### config.mk
export PLATFORM = sky130hd
export DESIGN_NAME = hbm_write_engine
export DESIGN_NICKNAME = d
export VERILOG_FILES = /design/src/rtl/hbm_write_engine.sv
export SDC_FILE = /design/constraint.sdc
export NUM_CORES = 1
export LEC_CHECK = 0
export BUFFER_PORTS_ARGS = -buffer_cell sky130_fd_sc_hd__clkbuf_2
export CAP_MARGIN = 10
export CORE_AREA = 2 2 475 477
export DETAILED_ROUTE_END_ITERATION = 12
export DIE_AREA = 0 0 477 479
export HOLD_SLACK_MARGIN = 0.06
export PLACE_DENSITY = 0.3
export SLEW_MARGIN = 20
export SYNTH_ARGS = -nofsm -noshare
export SYNTH_HDL_FRONTEND = slang
export SYNTH_SLANG_ARGS = --single-unit
### constraint.sdc
create_clock -name clk -period 6.1 [get_ports clk]
set_input_delay 0.61 -clock clk [delete_from_list [all_inputs] [get_ports clk]]
set_output_delay 0.61 -clock clk [all_outputs]
set_load 0.005 [all_outputs]
### src/rtl/hbm_write_engine.sv
// Per-column HBM write master. It splits a beat-count command into AXI4 write
// bursts that never cross a 4 KB page, streams phits through W and tracks B.

module hbm_wstrb_lane (
  input  logic        en,
  input  logic        vld,
  input  logic [31:0] din,
  output logic [31:0] dout,
  output logic [3:0]  strb
);
  assign dout = en ? din : '0;
  assign strb = {4{en & vld}};
endmodule

module hbm_write_engine #(
  parameter int phit_size       = 512,
  parameter int SIMD_degree     = 16,
  parameter int dwidth_HBMadd   = 33,
  parameter int dwidth_len      = 16,
  parameter int MAX_BURST       = 16,
  parameter int MAX_OUTSTANDING = 4
) (
  input  logic                      clk,
  input  logic                      rst,
  input  logic                      cmd_valid,
  output logic                      cmd_ready,
  input  logic [dwidth_HBMadd-1:0]  cmd_addr,
  input  logic [dwidth_len-1:0]     cmd_len,
  input  logic [phit_size-1:0]      in_tdata,
  input  logic [SIMD_degree-1:0]    in_tvalid_lanes,
  input  logic                      in_valid,
  output logic                      in_ready,
  output logic [dwidth_HBMadd-1:0]  m_awaddr,
  output logic [7:0]                m_awlen,
  output logic [2:0]                m_awsize,
  output logic [1:0]                m_awburst,
  output logic                      m_awvalid,
  input  logic                      m_awready,
  output logic [phit_size-1:0]      m_wdata,
  output logic [phit_size/8-1:0]    m_wstrb,
  output logic                      m_wlast,
  output logic                      m_wvalid,
  input  logic                      m_wready,
  input  logic [1:0]                m_bresp,
  input  logic                      m_bvalid,
  output logic                      m_bready,
  output logic                      busy,
  output logic                      done,
  output logic                      err
);
  localparam int OW = $clog2(MAX_OUTSTANDING + 1);
  localparam int CW = (dwidth_len > 9) ? dwidth_len : 9;

  typedef enum logic [2:0] {S_IDLE, S_AW, S_W, S_DRAIN, S_DONE} state_t;
  typedef struct packed {
    logic [dwidth_HBMadd-1:0] addr;
    logic [dwidth_len-1:0]    remaining;
  } cmd_t;

  state_t        state, state_nxt;
  cmd_t          cur;
  logic [CW-1:0] burst, burst_q, beat_cnt;
  logic [OW-1:0] outstanding;
  logic [6:0]    beats_to_4k;
  logic          acc, aw_hs, w_hs, b_fire, b_dec, last_beat, w_act;

  logic [SIMD_degree-1:0][31:0] lane_din, lane_dout;
  logic [SIMD_degree-1:0][3:0]  lane_strb;

  assign cmd_ready = rst & (state == S_IDLE);
  assign acc       = cmd_valid & cmd_ready;
  assign w_act     = (state == S_W);
  assign last_beat = (beat_cnt == CW'(1));

  // Aligned address: beats left in the 4 KB page are 64 minus the beat slot.
  assign beats_to_4k = 7'd64 - {1'b0, cur.addr[11:6]};
  always_comb begin
    burst = CW'(MAX_BURST);
    if (CW'(beats_to_4k) < burst)   burst = CW'(beats_to_4k);
    if (CW'(cur.remaining) < burst) burst = CW'(cur.remaining);
  end

  assign m_awvalid = (state == S_AW) && (outstanding < OW'(MAX_OUTSTANDING));
  assign m_awaddr  = (state == S_AW) ? cur.addr : '0;
  assign m_awlen   = (state == S_AW) ? 8'(burst - CW'(1)) : 8'h0;
  assign m_awsize  = rst ? 3'b110 : 3'b000;
  assign m_awburst = rst ? 2'b01 : 2'b00;
  assign m_bready  = rst;

  assign m_wvalid = w_act & in_valid;
  assign in_ready = w_act & m_wready;
  assign m_wlast  = w_act & last_beat;

  assign aw_hs  = m_awvalid & m_awready;
  assign w_hs   = m_wvalid & m_wready;
  assign b_fire = m_bvalid & m_bready;
  assign b_dec  = b_fire & (outstanding != '0);

  assign lane_din = in_tdata;
  assign m_wdata  = lane_dout;
  assign m_wstrb  = lane_strb;

  for (genvar i = 0; i < SIMD_degree; i++) begin : g_lane
    hbm_wstrb_lane u_lane (
      .en   (w_act),
      .vld  (in_tvalid_lanes[i]),
      .din  (lane_din[i]),
      .dout (lane_dout[i]),
      .strb (lane_strb[i])
    );
  end

  always_comb begin
    state_nxt = state;
    unique case (state)
      S_IDLE:  if (acc) state_nxt = (cmd_len == '0 || cmd_addr[5:0] != 6'd0) ? S_DONE : S_AW;
      S_AW:    if (aw_hs) state_nxt = S_W;
      S_W:     if (w_hs && last_beat)
                 state_nxt = (cur.remaining != dwidth_len'(burst_q)) ? S_AW : S_DRAIN;
      S_DRAIN: if (outstanding == '0) state_nxt = S_DONE;
      S_DONE:  state_nxt = S_IDLE;
      default: state_nxt = S_IDLE;
    endcase
  end

  always_ff @(posedge clk or negedge rst) begin
    if (!rst) begin
      state       <= S_IDLE;
      cur         <= '0;
      burst_q     <= '0;
      beat_cnt    <= '0;
      outstanding <= '0;
      busy        <= 1'b0;
      done        <= 1'b0;
      err         <= 1'b0;
    end else begin
      state <= state_nxt;
      done  <= (state == S_DONE);

      if (acc)                  busy <= 1'b1;
      else if (state == S_DONE) busy <= 1'b0;

      // A misaligned start is flagged at accept; otherwise accept clears.
      if (acc)                             err <= (cmd_addr[5:0] != 6'd0);
      else if (b_fire && m_bresp != 2'b00) err <= 1'b1;

      if (acc) begin
        cur.addr      <= cmd_addr;
        cur.remaining <= cmd_len;
      end else if (w_hs && last_beat) begin
        cur.addr      <= cur.addr + (dwidth_HBMadd'(burst_q) << 6);
        cur.remaining <= cur.remaining - dwidth_len'(burst_q);
      end

      if (aw_hs) begin
        burst_q  <= burst;
        beat_cnt <= burst;
      end else if (w_hs) begin
        beat_cnt <= beat_cnt - CW'(1);
      end

      if (aw_hs && !b_dec)      outstanding <= outstanding + OW'(1);
      else if (b_dec && !aw_hs) outstanding <= outstanding - OW'(1);
    end
  end
endmodule

==> results of run 1 <==
power by group:
| part | internal, mW | switching [mW] |
|---|---|---|
| sequential | 0.725 | 0.173 |
| clock | 0.285 | 0.313 |
| combinational | 0.623 | 0.839 |
per-stage QoR:
step / util, % / setup WS (ps) / hold WS [ps] / cells / total power [mW]
CTS: 8.90 / 677 / 374 / 5497 / 3.01
global placement: 8.77 / 1140 / 451 / 5481 / 2.39
finish: 8.98 / 902 / 370 / 5573 / 2.96
global route: 8.95 / 486 / 385 / 5548 / 3.19
floorplan: - / 2090 / 314 / 1403 / 1.69
detailed placement: 8.77 / 1200 / 456 / 5481 / 2.39
metal layers:
layer  up-vias  share of wire, %  track usage [%]
li1       6876                 -                -
met1      7442                27             14.2
met2      1044                59             38.7
met3       519                10             8.80
met4       128               3.4             4.36
met5         -              0.38                0
cell families after synthesis:
logic type / count (synthesis)
buffers and inverters: 184
adders and majority gates: 44
and+or+nand+nor: 835
DFF: 90
AOI/OAI and AO/OA: 196
other: 2
muxes: 12
xor gates and xnor gates: 39
state kept, by name, summed over array words and instances, names as in the netlist:
signal / flops
cur: 49
beat_cnt: 16
burst_q: 16
outstanding: 3
state: 3
busy: 1
done: 1
err: 1
synth_stat cells (all sizes together) (12+ instances only):
| cell | instances | share of area [%] |
|---|---|---|
| ha | 41 | 4.9 |
| dfrtp | 90 | 22 |
| nand3 | 24 | 1.2 |
| clkbuf | 82 | 3.0 |
| nor2 | 74 | 2.7 |
| a21oi | 45 | 2.2 |
| o211ai | 12 | 0.87 |
| xnor2 | 18 | 1.5 |
| a22oi | 22 | 1.6 |
| and2 | 538 | 32 |
| inv | 36 | 1.3 |
| o21ai | 55 | 2.7 |
| buf | 65 | 4.5 |
| nor3 | 18 | 0.87 |
| xor2 | 21 | 1.8 |
| and3 | 34 | 2.1 |
| nand2b | 12 | 0.72 |
| nor4 | 12 | 0.87 |
| nand2 | 71 | 2.6 |
placed cells by master (no fill, tap or decap), types with 3 or more instances in the layout:
master     synthesis  routed
clkbuf_2           0    1213
and2_1           538     537
dfrtp_1           90      90
diode_2            0      76
nor2_1            73      72
nand2_1           71      71
o21ai_0           54      54
a21oi_1           45      45
ha_1              41      41
inv_1             36      36
and3_1            34      34
nand3_1           24      24
a22oi_1           22      22
xor2_1            21      21
nor3_1            18      18
xnor2_1           18      18
buf_4             54      18
nand2b_1          12      12
o211ai_1          12      12
nor4_1            11      11
nand4_1           10      10
a211oi_1          10      10
a221o_1           10      10
clkbuf_16          0       9
nor2b_1            8       8
mux2i_1            7       7
or3_1              7       7
or4_1              6       6
o21a_1             6       6
nor4b_1            5       5
mux2_2             5       5
a21o_1             5       5
nor3b_1            5       4
o221ai_1           4       4
o311ai_0           3       3
and4_1             3       3
fa_1               3       3
conb_1             2       3
path summary, 6_finish.rpt:
kind,depth (start not counted),end
setup / recovery,18,m_awlen[4]
hold / removal,2,cur[43]$_DFFE_PN0P_
setup reg to reg,9,cur[36]$_DFFE_PN0P_
hold reg to reg,2,cur[20]$_DFFE_PN0P_
max in group asynchronous,3,beat_cnt[2]$_DFFE_PN0P_
min in group clk,3,cur[19]$_DFFE_PN0P_
area by class of cell:
type / count / area, µm² / area share, %
well taps: 2992 / 3740 / 18.6
clock buffers: 9 / 225 / 1.12
multi-input cells: 1129 / 7230 / 36.0
flip-flops and latches: 90 / 2250 / 11.2
repair buffers: 1233 / 6250 / 31.1
inverters: 37 / 139 / 0.692
diodes: 76 / 190 / 0.947
clock inverters: 7 / 60.1 / 0.299
worst max-delay path: cells and delay by family (launching register included):
| kind | cells | cell delay [ps] |
|---|---|---|
| xor gates and xnor gates | 1 | 130 |
| DFF | 1 | 450 |
| AOI/OAI and AO/OA | 6 | 1270 |
| buffers and inverters | 4 | 610 |
| adders and majority gates | 3 | 850 |
| and+or+nand+nor | 4 | 910 |
==> summary.md, run 1 <==
| Metric | Value |
|---|---|
| Worst R2R Setup Slack | `2440 ps` |
| Synth Area in Simple Gates | `47.1%` |
| Final Cycle Share | `85.2%` |
| Max-slew violations | `0` |
| CTS tree | `yes` |
| Fill count | `26,600` |
| 1st-pass router iterations | `5` |
| Port bufs | `1,214` |
| RSZ-0062 raised after global routing | `false` |
| Largest family of logic cells by synthesized area | `simple AND/OR/NAND/NOR gates` |
| Initial Util | `4.64%` |
| Max-cap violations | `0` |
| Synth Area in Compound Gates | `12.3%` |
| Routed len/inst | `38.9 µm` |
| Setup TNS | `0 ps` |
| Slew Limit Headroom | `28.5%` |
| HP Class | `input port to asynchronous set/reset pin` |
| Die width | `477 µm` |
| Worst EP required | `5490 ps` |
| I/O Pins | `1,217` |
| Distinct cells, synth | `65` |
| Clk buf depth | `2` |
| Share of cells above drive strength 1 | `50.4%` |
| CP max stage cell | `or3b_2` |
| Critical path arrival | `4590 ps` |
| Residual DRC | `0` |
| DIE AREA | `0.228 mm²` |
| Vias in the first global route | `15,200` |
| Setup crit start | `cur[23]$_DFFE_PN0P_` |
| Reg clk slew, reported paths | `80 ps` |
| H-tree levels | `3` |
| Clock Latency Late Sink | `390 ps` |
| Synth Area in Adders | `5.52%` |
| CP Cell Sequence | `inv_1 -> ha_1 -> or3b_2 -> o22ai_1 -> and2_1 -> inv_1 -> ha_1 -> o21ai_0 -> a21oi_1 -> buf_4 -> nor2_1 -> a21oi_1 -> ha_1 -> nand2_1 -> xnor2_1 -> o21ai_0 -> a21oi_1 -> clkbuf_2` |
| Final Cell Area | `0.0201 mm²` |
| Die Height | `479 µm` |
| Detail Route Antenna Nets | `0` |
| Yosys warnings | `0` |
| Startpoint Class | `flop` |
| Clk root buf | `clkbuf_16` |
| Register bit count reported by yosys | `90` |
| First-pass GRT wire length | `250,000 µm` |
| Crit path max fanout | `10` |
| Critical Path End Type | `primary output` |
| Largest net degree at the start of global routing | `253` |
| Final hold viol count | `0` |
| Placed instance area | `0.0196 mm²` |
| Power per Cell Area | `147 mW/mm²` |
| Fmax achieved | `192 MHz` |
| Post-CTS Setup Bufs | `0` |
| Status | `finished, final reports clean` |
| Synth-to-Final Area Change | `93.6%` |
| GRT Util Overall | `18.2%` |
| R2R Path Start | `state[0]$_DFFE_PN0P_` |
| Initial antenna violation count | `268` |
| Max incr delay on CP | `470 ps` |
| Mapped Area | `0.0104 mm²` |
| Total Nets Final | `3,130` |
| # hold bufs at CTS | `0` |
| DR iter-0 viols | `707` |
| Number of synthesized flops with an enable pin | `0` |
| Worst slew pin tran | `1070 ps` |
| XOR/XNOR share of the synthesized area | `3.29%` |
| Main synth FF type | `dfrtp_1` |
| Mapped Cells | `1,402` |
| Clock Skew | `20.0 ps` |
| Via density | `2.87` |
| Post-CTS sizing | `0` |
| CTS Buf Count | `9` |
| Area of the core | `0.224 mm²` |
| Final min period | `5200 ps` |
| Mapped Avg Cell Area | `7.40 µm²` |
| Row Count | `174` |
| LEAKAGE | `10.1 nW` |
| Crit Path Class | `flop to primary output` |
| Ys async rst share | `100%` |
| Via count | `16,000` |
| Mux cell area share after synthesis | `1.22%` |
| Gpl congestion | `0.973` |
| Sequential share of the synthesized area | `21.7%` |
| Global route overflow | `0` |
| CTS sink count | `90` |
| Post-Route WL | `217,000 µm` |
| Setup violators final | `0` |
| Peak supply drop | `0.122 mV` |
| DP Wirelength | `205,000 µm` |
No activity file was read; power rests on OpenSTA's default activity.
==> run 2: changes to the inputs <==
Settings changed: REMOVE_ABC_BUFFERS set to 1.
==> summary.md, run 2 (synthesis gave the netlist of run 1 again) <==
| Metric | Value |
|---|---|
| Largest register by flop count | `cur` |
| Global route overflow | `0 (unchanged)` |
| LEAKAGE | `10.1 nW (+0.24%)` |
| Slew Limit Headroom | `35.0% (+6.5 points)` |
| Clock Latency Late Sink | `380 ps (about the same)` |
| Post-Route WL | `155,000 µm (-29%)` |
| First-pass GRT wire length | `188,000 µm (-25%)` |
| # hold bufs at CTS | `0 (unchanged)` |
| Row Count | `174 (unchanged)` |
| CTS Buf Count | `9 (unchanged)` |
| GRT Util Overall | `13.0% (-5.2 points)` |
| Crit path max fanout | `17 (+7)` |
| Routed len/inst | `28.0 µm (-28%)` |
| Die width | `477 µm (unchanged)` |
| DR iter-0 viols | `751 (+6.2%)` |
| Register share of total power | `29.1% (-1.3 points)` |
| Final Cell Area | `0.0200 mm² (-0.29%)` |
| Largest net degree at the start of global routing | `206 (-19%)` |
| Crit Path Class | `flop to primary output` |
| RSZ-0062 raised after global routing | `false` |
| P_int | `1.76 mW (+7.9%)` |
| Setup ws final | `998 ps (+96.6 ps)` |
| Share of cells above drive strength 1 | `50.3% (-0.079 points)` |
| Gate power share | `47.4% (-2.0 points)` |
| Synth-to-Final Area Change | `93.0%` |
| Setup violators final | `0 (unchanged)` |
| Max-cap violations | `0 (unchanged)` |
| Switch Pwr | `1.29 mW (-2.8%)` |
| DP Wirelength | `143,000 µm (-30%)` |
| Max reg flops | `49 (unchanged)` |
| Setup WS pre-CTS | `1400 ps (+199 ps)` |
| Fmax achieved | `196 MHz (+1.9%)` |
| Max incr delay on CP | `470 ps (about the same)` |
| HP Class | `input port to asynchronous set/reset pin` |
| Cell family with most CP delay | `compound AO/OA/AOI/OAI gates` |
| Setup TNS | `0 ps (unchanged)` |
| Net Sw Frac | `42.2% (-2.6 points)` |
| Post-CTS sizing | `0 (unchanged)` |
| Port bufs | `1,214 (unchanged)` |
| Residual DRC | `0 (unchanged)` |
| Setup crit start | `cur[23]$_DFFE_PN0P_` |
| Final min period | `5100 ps (-96.6 ps)` |
| Critical path arrival | `4490 ps (-100 ps)` |
| Clock Skew | `14.6 ps (-5.43 ps)` |
| Placed instance area | `0.0196 mm² (about the same)` |
| Detail Route Antenna Nets | `0 (unchanged)` |
| Most common cell after layout, fill and taps aside | `clkbuf_2` |
| Die Height | `479 µm (unchanged)` |
| H-tree levels | `3 (unchanged)` |
| Final Cycle Share | `83.6% (-1.6 points)` |
| DIE AREA | `0.228 mm² (unchanged)` |
| Most frequent cells in the layout | `1,213 x clkbuf_2, 537 x and2_1, 90 x dfrtp_1` |
| Clk buf depth | `2 (unchanged)` |
| Top flop regs | `cur (49), beat_cnt (16), burst_q (16)` |
| Final hold viol count | `0 (unchanged)` |
| Via density | `2.81 (-2.2%)` |
| Clock power share | `23.4% (+3.2 points)` |
| CTS sink count | `90 (unchanged)` |
| Worst slew pin tran | `975 ps (-97.3 ps)` |
| Initial antenna violation count | `223 (-17%)` |
| CTS tree | `yes` |
| CP Cell Sequence | `inv_1 -> ha_1 -> or3b_2 -> o22ai_1 -> and2_1 -> inv_1 -> ha_1 -> o21ai_0 -> a21oi_1 -> buf_4 -> mux2i_1 -> inv_1 -> ha_1 -> nand2_1 -> xnor2_1 -> o21ai_0 -> a21oi_1 -> clkbuf_2` |
| Fill count | `26,600 (-0.038%)` |
| R2R Path Start | `state[1]$_DFFE_PN0P_` |
| Initial Util | `4.64% (unchanged)` |
| Gpl congestion | `1.01 (+3.6%)` |
| Reg clk slew, reported paths | `80 ps (about the same)` |
| Area of the core | `0.224 mm² (unchanged)` |
| Via count | `15,500 (-3.0%)` |
| Status | `finished, final reports clean` |
| Total Nets Final | `3,127 (-0.096%)` |
| Worst EP required | `5490 ps (about the same)` |
| Startpoint Class | `flop` |
| Critical Path End Type | `primary output` |
| Max-slew violations | `0 (unchanged)` |
| Power per Cell Area | `152 mW/mm² (+3.4%)` |
| 1st-pass router iterations | `4 (-1)` |
| Post-CTS Setup Bufs | `0 (unchanged)` |
| Clk root buf | `clkbuf_16` |
| I/O Pins | `1,217 (unchanged)` |
| Vias in the first global route | `14,800 (-2.4%)` |
| Peak supply drop | `0.122 mV (about the same)` |
| CP max stage cell | `or3b_2` |
| CP Buf/Inv Count | `5 (+1)` |
## run 2: changes by cell type in the layout (fill, tap and decap cells not counted), moves of 2 or more
cell / previous run / this run
buf_4: 18 / 14
clkinvlp_4: 2 / 0
diode_2: 76 / 33
bufinv_16: 0 / 3
## run 2: worst paths after layout
kind | depth (start not counted) | slack [ps] | to
setup / recovery | 18 | 1000 | m_awlen[4]
hold / removal | 2 | 440 | burst_q[15]$_DFFE_PN0P_
setup reg to reg | 11 | 2430 | outstanding[2]$_DFFE_PN0P_
hold reg to reg | 2 | 470 | cur[19]$_DFFE_PN0P_
max in group asynchronous | 3 | 4300 | cur[0]$_DFFE_PN0P_
min in group clk | 3 | 440 | cur[16]$_DFFE_PN0P_
## run 2: power by group through the flow
stage	logic, mW	registers (mW)	clock network (mW)
global route	1.63	0.913	0.768
finish	1.45	0.889	0.715
CTS	1.47	0.889	0.752
global placement	1.47	0.900	0
floorplan	0.851	0.836	0
detailed placement	1.46	0.901	0
## run 2: metrics by stage
stage | hold slack, ps | instances | utilization, % | total power [mW]
detailed placement | 456 | 5478 | 8.76 | 2.36
CTS | 410 | 5493 | 8.92 | 3.11
global route | 426 | 5502 | 8.93 | 3.31
global placement | 452 | 5478 | 8.76 | 2.37
finish | 440 | 5526 | 8.96 | 3.05
floorplan | 314 | 1256 | - | 1.69
## run 2: cell type report
cell class,instances,area (µm²),area share [%]
timing repair buffer,1230,6230,31.1
clock inverter,5,110,0.550
inverter,37,139,0.694
tap,2992,3740,18.7
clock buffer,10,239,1.19
sequential,90,2250,11.2
multi-input combinational,1129,7230,36.1
antenna,33,82.6,0.412
## run 2: routing by layer
layer,vias up,wire [µm],GRT usage (%)
met5,-,586,0
met4,94,4940,2.39
met3,384,18800,6.85
met2,1041,74900,22.9
met1,7193,55600,13.8
li1,6819,-,-
